===== src/rtl/store_buffer.sv =====
// Store buffer: a small FIFO of committed stores waiting to drain into the
// d-cache, with combinational store-to-load forwarding for aligned word loads.
// The youngest store covering the load's word decides the outcome: an aligned
// word store forwards its data, while a byte store or a misaligned word store
// forces the load to stall or retry.
module store_buffer #(
  parameter int DEPTH = 4
) (
  input  logic                     clk,
  input  logic                     rst,
  input  logic                     store_en,
  input  logic                     store_isbyte,
  input  logic [19:0]              store_addr,
  input  logic [31:0]              store_data,
  output logic                     drain_valid,
  input  logic                     drain_ready,
  output logic [19:0]              drain_addr,
  output logic                     drain_isbyte,
  output logic [31:0]              drain_data,
  input  logic [19:0]              lookup_addr,
  output logic                     lookup_hit,
  output logic [31:0]              lookup_data,
  output logic                     lookup_conflict,
  output logic                     full,
  output logic                     empty,
  output logic [$clog2(DEPTH):0]   count,
  output logic                     overflow
);

  localparam int AW = $clog2(DEPTH);
  localparam int CW = AW + 1;

  logic [19:0]   r_addr   [DEPTH];
  logic          r_isbyte [DEPTH];
  logic [31:0]   r_data   [DEPTH];
  logic [AW-1:0] r_wrPtr;
  logic [AW-1:0] r_rdPtr;
  logic [CW-1:0] r_count;
  logic          r_overflow;

  logic          w_push;
  logic          w_pop;
  logic          w_found;
  logic          w_foundIsByte;
  logic [1:0]    w_foundLsb;
  logic [31:0]   w_foundData;
  logic          w_unusedLookupLsb;

  // The low address bits of a load never take part in the word match.
  assign w_unusedLookupLsb = ^lookup_addr[1:0];

  assign full        = (r_count == CW'(DEPTH));
  assign empty       = (r_count == '0);
  assign count       = r_count;
  assign overflow    = r_overflow;
  assign drain_valid = ~empty;

  // A full buffer still accepts a store when the head leaves in the same cycle.
  assign w_pop  = drain_valid & drain_ready;
  assign w_push = store_en & (~full | w_pop);

  // Head fields are gated by empty so stale contents never leak after reset.
  assign drain_addr   = empty ? '0   : r_addr[r_rdPtr];
  assign drain_isbyte = empty ? 1'b0 : r_isbyte[r_rdPtr];
  assign drain_data   = empty ? '0   : r_data[r_rdPtr];

  // Entry storage carries no reset; the pointers and count decide what is live.
  always_ff @(posedge clk) begin
    if (w_push) begin
      r_addr[r_wrPtr]   <= store_addr;
      r_isbyte[r_wrPtr] <= store_isbyte;
      r_data[r_wrPtr]   <= store_data;
    end
  end

  // Pointer, occupancy and sticky overflow bookkeeping.
  always_ff @(posedge clk or negedge rst) begin
    if (!rst) begin
      r_wrPtr    <= '0;
      r_rdPtr    <= '0;
      r_count    <= '0;
      r_overflow <= 1'b0;
    end else begin
      if (w_push) begin
        r_wrPtr <= r_wrPtr + 1'b1;
      end
      if (w_pop) begin
        r_rdPtr <= r_rdPtr + 1'b1;
      end
      if (w_push && !w_pop) begin
        r_count <= r_count + 1'b1;
      end else if (w_pop && !w_push) begin
        r_count <= r_count - 1'b1;
      end
      if (store_en && full && !w_pop) begin
        r_overflow <= 1'b1;
      end
    end
  end

  // Walk live entries oldest to youngest so the last match is the youngest.
  always_comb begin
    w_found       = 1'b0;
    w_foundIsByte = 1'b0;
    w_foundLsb    = 2'b00;
    w_foundData   = '0;
    for (int k = 0; k < DEPTH; k++) begin
      if ((CW'(k) < r_count) &&
          (r_addr[r_rdPtr + AW'(k)][19:2] == lookup_addr[19:2])) begin
        w_found       = 1'b1;
        w_foundIsByte = r_isbyte[r_rdPtr + AW'(k)];
        w_foundLsb    = r_addr[r_rdPtr + AW'(k)][1:0];
        w_foundData   = r_data[r_rdPtr + AW'(k)];
      end
    end
  end

  assign lookup_hit      = w_found & ~w_foundIsByte & (w_foundLsb == 2'b00);
  assign lookup_conflict = w_found & ~lookup_hit;
  assign lookup_data     = lookup_hit ? w_foundData : '0;

endmodule

===== config.mk =====
export PLATFORM = sky130hd
export DESIGN_NAME = store_buffer
export DESIGN_NICKNAME = d
export VERILOG_FILES = /design/src/rtl/store_buffer.sv
export SDC_FILE = /design/constraint.sdc
export NUM_CORES = 1
export LEC_CHECK = 0
export CAP_MARGIN = 20
export CORE_MARGIN = 10
export CORE_UTILIZATION = 52
export DETAILED_ROUTE_END_ITERATION = 16
export GPL_ROUTABILITY_DRIVEN = 0
export PLACE_DENSITY = 0.78
export REMOVE_ABC_BUFFERS = 1
export SLEW_MARGIN = 10
export SYNTH_ARGS = -nofsm -noshare
export SYNTH_HDL_FRONTEND = slang
export SYNTH_SLANG_ARGS = --single-unit

===== constraint.sdc =====
create_clock -name clk -period 4.9 [get_ports clk]
set_input_delay 1.47 -clock clk [delete_from_list [all_inputs] [get_ports clk]]
set_output_delay 1.47 -clock clk [all_outputs]
set_load 0.1 [all_outputs]

; After elaboration in Yosys (flattened, before gate mapping)
; Memories as Yosys holds them, arrays and structs flattened.
; Index checks and enable logic that the tools add are counted.
[totals]
ff_bits = 8
latchBits = 0
ramBits = 212
mem_bits_ro = 0
output_inout_bits = 94
n_memories = 3
[classes]
add_sub_neg = 6
mul = 0
n_div = 0
n_lt_le_gt_ge = 4
eq_ne = 5
n_shift = 0
n_mux = 24
bitwise_logic = 10
n_reduce_logical = 13
[memory_table]
columns = name, depth, width, rd, rd_ports_with_merged_regs, wr, line_no
row1 = r_data, 4, 32, 4, 0, 1, 35  ; logic [31:0] r_data [DEPTH];
row2 = r_addr, 4, 20, 4, 0, 1, 33  ; logic [19:0] r_addr [DEPTH];
row3 = r_isbyte, 4, 1, 4, 0, 1, 34  ; logic r_isbyte [DEPTH];
[op_table]
columns = operator, n
row1 = $mux W32, 6
row2 = $eq A18 B18 Y1, 4
row3 = $mux W20, 1
row4 = $mux W1, 11
row5 = $logic_and A1 B1 Y1, 8
row6 = $mux W2, 4
row7 = $lt A1 B3 Y1 const A, 2
row8 = $lt A2 B3 Y1 const A, 2
row9 = $mux W3, 2
row10 = $and A1 B1 Y1, 5
row11 = $add A2 B1 Y2 const B, 2
row12 = $add A2 B2 Y2 const B, 2
row13 = $not A1 Y1, 4
row14 = $add A3 B1 Y3 const B, 1
row15 = $eq A3 B3 Y1 const B, 1
row16 = $logic_not A3 Y1, 1
row17 = $sub A3 B1 Y3 const B, 1
row18 = $logic_not A1 Y1, 2
row19 = $logic_not A2 Y1, 1
row20 = $reduce_bool A2 Y1, 1
row21 = $or A1 B1 Y1, 1

; Logic depth before layout (Yosys ltp)
; An unclocked memory read counts as a cell.
[logic_depth]
word_depth = 12
depth_mapped = 15
mapped_depth_nobuf = 10

; Least setup slack after synthesis
; OpenSTA, ideal clock, no wires.
[synth_timing]
kind = in2out
startpoint = in lookup_addr[16]
endpoint = out lookup_data[0]
arrival_time_ns = 5.411
path_slack_ns = -1.981
stages = 8
n_path_buf = 1
path_cell_list = clkbuf_1 > xnor2_1 > nor4_1 > a41oi_1 > nor4bb_1 > a221oi_2 > a211o_2 > a211oi_1
[synth_between]
elab_chain_cells = 10
word_cells_on_any_way = 29
classes_between = 4 x eq/ne / 17 x mux / 3 x bitwise / 5 x reduce/logical
[synth_rtl]
columns = item, line_no
row1 = start: declaration, 20  ; input logic [19:0] lookup_addr,
row2 = $eq A18 B18 Y1, 109  ; (r_addr[r_rdPtr + AW'(k)][19:2] == lookup_addr[19:2])) begin
row3 = $logic_and A1 B1 Y1, 108  ; if ((CW'(k) < r_count) &&
row4 = $mux W1 (4 in a row), 108
row5 = $not A1 Y1, 118  ; assign lookup_hit = w_found & ~w_foundIsByte & (w_foundLsb == 2'b00);
row6 = $and A1 B1 Y1 (2 in a row), 118
row7 = $mux W32 *, 120  ; assign lookup_data = lookup_hit ? w_foundData : '0;
row8 = end: declaration, 22  ; output logic [31:0] lookup_data,
; Every way passes the cells marked *; elsewhere a longest branch is shown, timed or not.

; Final worst setup path
[layout_timing]
startpoint = reg r_rdPtr[1]
endpoint = out lookup_data[31]
[layout_between]
elab_chain_cells = 11
word_cells_on_any_way = 35
classes_between = 3 x add/sub / 4 x eq/ne / 17 x mux / 3 x bitwise / 5 x reduce/logical / 3 x memory
[layout_rtl]
columns = item, line_no
row1 = start: declaration, 37  ; logic [AW-1:0] r_rdPtr;
row2 = start signal: assignment, 88  ; r_rdPtr <= r_rdPtr + 1'b1;
row3 = $add A2 B1 Y2 or $mem_v2 Z4 W20 (tied branches), n/a
row4 = $mem_v2 Z4 W20 or $eq A18 B18 Y1 (tied branches), n/a
row5 = $eq A18 B18 Y1 or $logic_and A1 B1 Y1 (tied branches), "109, 108"
row6 = $logic_and A1 B1 Y1 or $mux W1 (tied branches), 108
row7 = $mux W1 (3 in a row), 108
row8 = $not A1 Y1, 118
row9 = $and A1 B1 Y1 (2 in a row), 118
row10 = $mux W32 *, 120
; Marked as above.

==> out/metrics.yaml <==
synth:
  synth_flop_cell: "edfxtp_1"
  synth_area_um2: 14270
  syn_inst: 1219
  synth_edf_count: 212
  synth_area_per_cell_um2: 11.71
  synth-seq-cells: 220
  synth_cell_types: 63
  synth-seq-area-share_pct: 46.01
  ys_warn_count: 0
  async_reset_ff_share_pct: 3.636
floorplanning:
  io_pins: 171
  die_area_um2: 34470
  rows: 60
  start_util_pct: 52.95
  die-height_um: 185.7
  die_w_um: 185.7
  coreArea_um2: 26950
final_layout:
  fillers: 1517
  fin_util_pct: 76.30
  multi_input_area_um2: 8463
  drive_gt1_share_pct: 41.51
  nNetsFinal: 1599
  final_area_um2: 20560
  ff_latch_area_um2: 6574
  area_delta_synth_final_pct: 44.11
min_path:
  hp-class: "flop to flop"
sta:
  fin_ws_ps: -1026
  worst_slew_pin_slew_ps: 1105
  min_period_ps: 5926
  hold_viol: 0
  slew_headroom_pct: 26.30
  setup_viol: 34
  maxSlewViolCount: 0
  fin_hold_ws_ps: 475.7
  fmax_ghz: 0.1688
  rsz0062_at_grt: "yes"
  min_period_over_period_pct: 120.9
  clock_skew_ps: 13.38
global_route:
  grt_pass1_wl_mm: 68.45
  antenna_found_initial: 5
  grt_pass1_vias: 12120
  grt_max_degree: 106
  grt_usage_pct: 25.40
  overflow: 0
critical_path:
  worstPathArrival_ps: 4460
  startpoint_type: "flop"
  endpoint_kind: "output port"
  critPathMaxFanout: 6
  worstPathRequired_ps: 3430
  worst-setup-path-type: "flop to output port"
placement:
  place_hpwl_mm: 27.29
  placed_cell_area_um2: 17310
  port_buffers: 168
pwr:
  fin_total_pwr_mw: 14.32
  p_per_area_nw_per_um2: 696.2
  pwr-share-seq_pct: 19.3
  power_frac_clock_pct: 14.8
  p_int_mw: 6.886
  p_sw_mw: 7.431
  p_comb_share_pct: 65.9
  leakage_nw: 7.617
  peakVddDrop_v: 0.0008228
  swShare_pct: 51.90
cts:
  cts_tree: "built"
  cts_hold_buf: 0
  clkLatencyLatePin_ps: 550
  clockRootBuffer: "clkbuf_16"
  cts_made_buffers: 26
  clk_pin_slew_ps: 60
  clk_path_buf_depth: 3
  clock_sinks: 220
  htree_levels: 1
drt:
  viasPerCell: 6.510
  dr_wl_met3_mm: 5.092
  wl_per_cell_um: 26.57
  wl_met1_mm: 17.88
  dr.pass1.iters: 8
  via_count: 12210
  drt_wl_total_mm: 49.83
  top_layer: "met5"
  ant_nets: 0
  wl_met2_mm: 24.26
  drc_errors: 0
  drt_iter0_markers: 1322
run_status:
  violations: "setup timing"
  status: "finished, violations left"
job:
  cap_viol_max_count: 0
[layout by cell type, fill, tap and decap left out, types with 28 or more instances in the layout]
master,instances
o21ai_0,36
nor2_1,47
clkdlybuf4s50_1,61
clkbuf_16,35
mux2_2,72
o211a_1,28
nand3b_1,33
edfxtp_1,212
buf_12,63
a21oi_1,29
mux2i_1,152
xnor2_1,41
buf_4,188
nand2_1,107
[power by group through the flow]
stage	combinational, mW	clock [mW]	sequential, mW
finish	9.44	2.12	2.76
global route	9.79	2.20	2.78
CTS	8.68	2.10	2.71
detailed placement	8.09	0	2.77
global placement	7.96	0	2.74
floorplan	5.71	0	3.23
[synth_stat cells (all sizes together) (16+ instances only)]
| cell type | n | share of area [%] |
|---|---|---|
| and2 | 16 | 0.70 |
| edfxtp | 212 | 45 |
| clkbuf | 53 | 1.4 |
| o211a | 32 | 2.2 |
| a21oi | 40 | 1.4 |
| buf | 51 | 2.5 |
| nor2 | 48 | 1.3 |
| nand3b | 33 | 1.7 |
| xnor2 | 66 | 4.1 |
| mux2i | 185 | 13 |
| a211oi | 42 | 3.3 |
| nand2 | 109 | 2.9 |
| o21ai | 72 | 2.5 |
| nand3 | 36 | 1.3 |
| mux2 | 78 | 6.2 |
| mux4 | 19 | 3.1 |
[layout make-up]
cell class                 count  area share (%)
timing repair buffer         369           20.01
clock buffer                  28           3.304
sequential                   220           31.97
antenna                        2         0.02434
clock inverter                19           1.211
tap                          341           2.075
multi-input combinational    882           41.15
inverter                      14          0.2555
[routing by layer]
| layer | up-vias | GRT usage (%) |
|---|---|---|
| li1 | 5213 | - |
| met1 | 5973 | 30.18 |
| met2 | 779 | 42.64 |
| met3 | 236 | 6.609 |
| met4 | 6 | 11.00 |
| met5 | - | 0 |
[through the flow]
step,std cells,setup TNS [ps],setup slack (ps)
2_1_floorplan,1115,-581960,-9731
3_3_place_gp,1756,-33860,-1097
3_5_place_dp,1756,-34230,-1104
4_1_cts,1842,-19830,-646.5
5_1_grt,1874,-31850,-1075
6_report,1875,-30480,-1026
[path summary, 6_finish.rpt]
| check | start | endpoint | slack (ps) | cells after the start |
|---|---|---|---|---|
| min in group asynchronous | rst | overflow$_DFFE_PN0P_ | 1200 | 1 |
| max | r_rdPtr[1]$_DFFE_PN0P_ | lookup_data[31] | -1030 | 13 |
| max reg2reg | count[0]$_DFFE_PN0P_ | r_data[2][2]$_DFFE_PP_ | 2110 | 7 |
| min | overflow$_DFFE_PN0P_ | overflow$_DFFE_PN0P_ | 480 | 1 |
| max in group asynchronous | rst | r_rdPtr[0]$_DFFE_PN0P_ | 3400 | 1 |
| min reg2reg | overflow$_DFFE_PN0P_ | overflow$_DFFE_PN0P_ | 480 | 1 |
[sequential cells by signal (all words and copies together) (netlist names)]
register,count
r_wrPtr,2
overflow,1
r_addr,80
r_isbyte,4
r_data,128
r_rdPtr,2
count,3
[worst max-delay path, stage by stage (launching register included)]
cell      delay [ps]
dfrtp_4          540
buf_12           160
mux2i_1          600
o221ai_1         230
o21a_1           160
nor3_1           510
o2111a_2         370
a221oi_2          80
a211o_4          400
buf_12           150
buf_12           140
a211oi_4         220
buf_4            160
buf_12           160
[timing repair]
action,in CTS,in global routing
setup endpoints to repair,34,34
buffers inserted,31,26
cloned,9,10
resized for setup,236,155
pin swaps,55,60
[cells by family after synthesis]
| kind of cell | Yosys count | share of synthesized area, % |
|---|---|---|
| multiplexers | 282 | 22.21 |
| flip-flops | 220 | 46.01 |
| adder cells (fa/ha/maj) | 9 | 0.7891 |
| buffers and inverters | 118 | 4.279 |
| AO/OA/AOI/OAI | 224 | 11.77 |
| XOR/XNOR | 79 | 4.849 |
| AND/OR/NAND/NOR | 287 | 10.09 |
No activity file was read; power rests on OpenSTA's default activity.
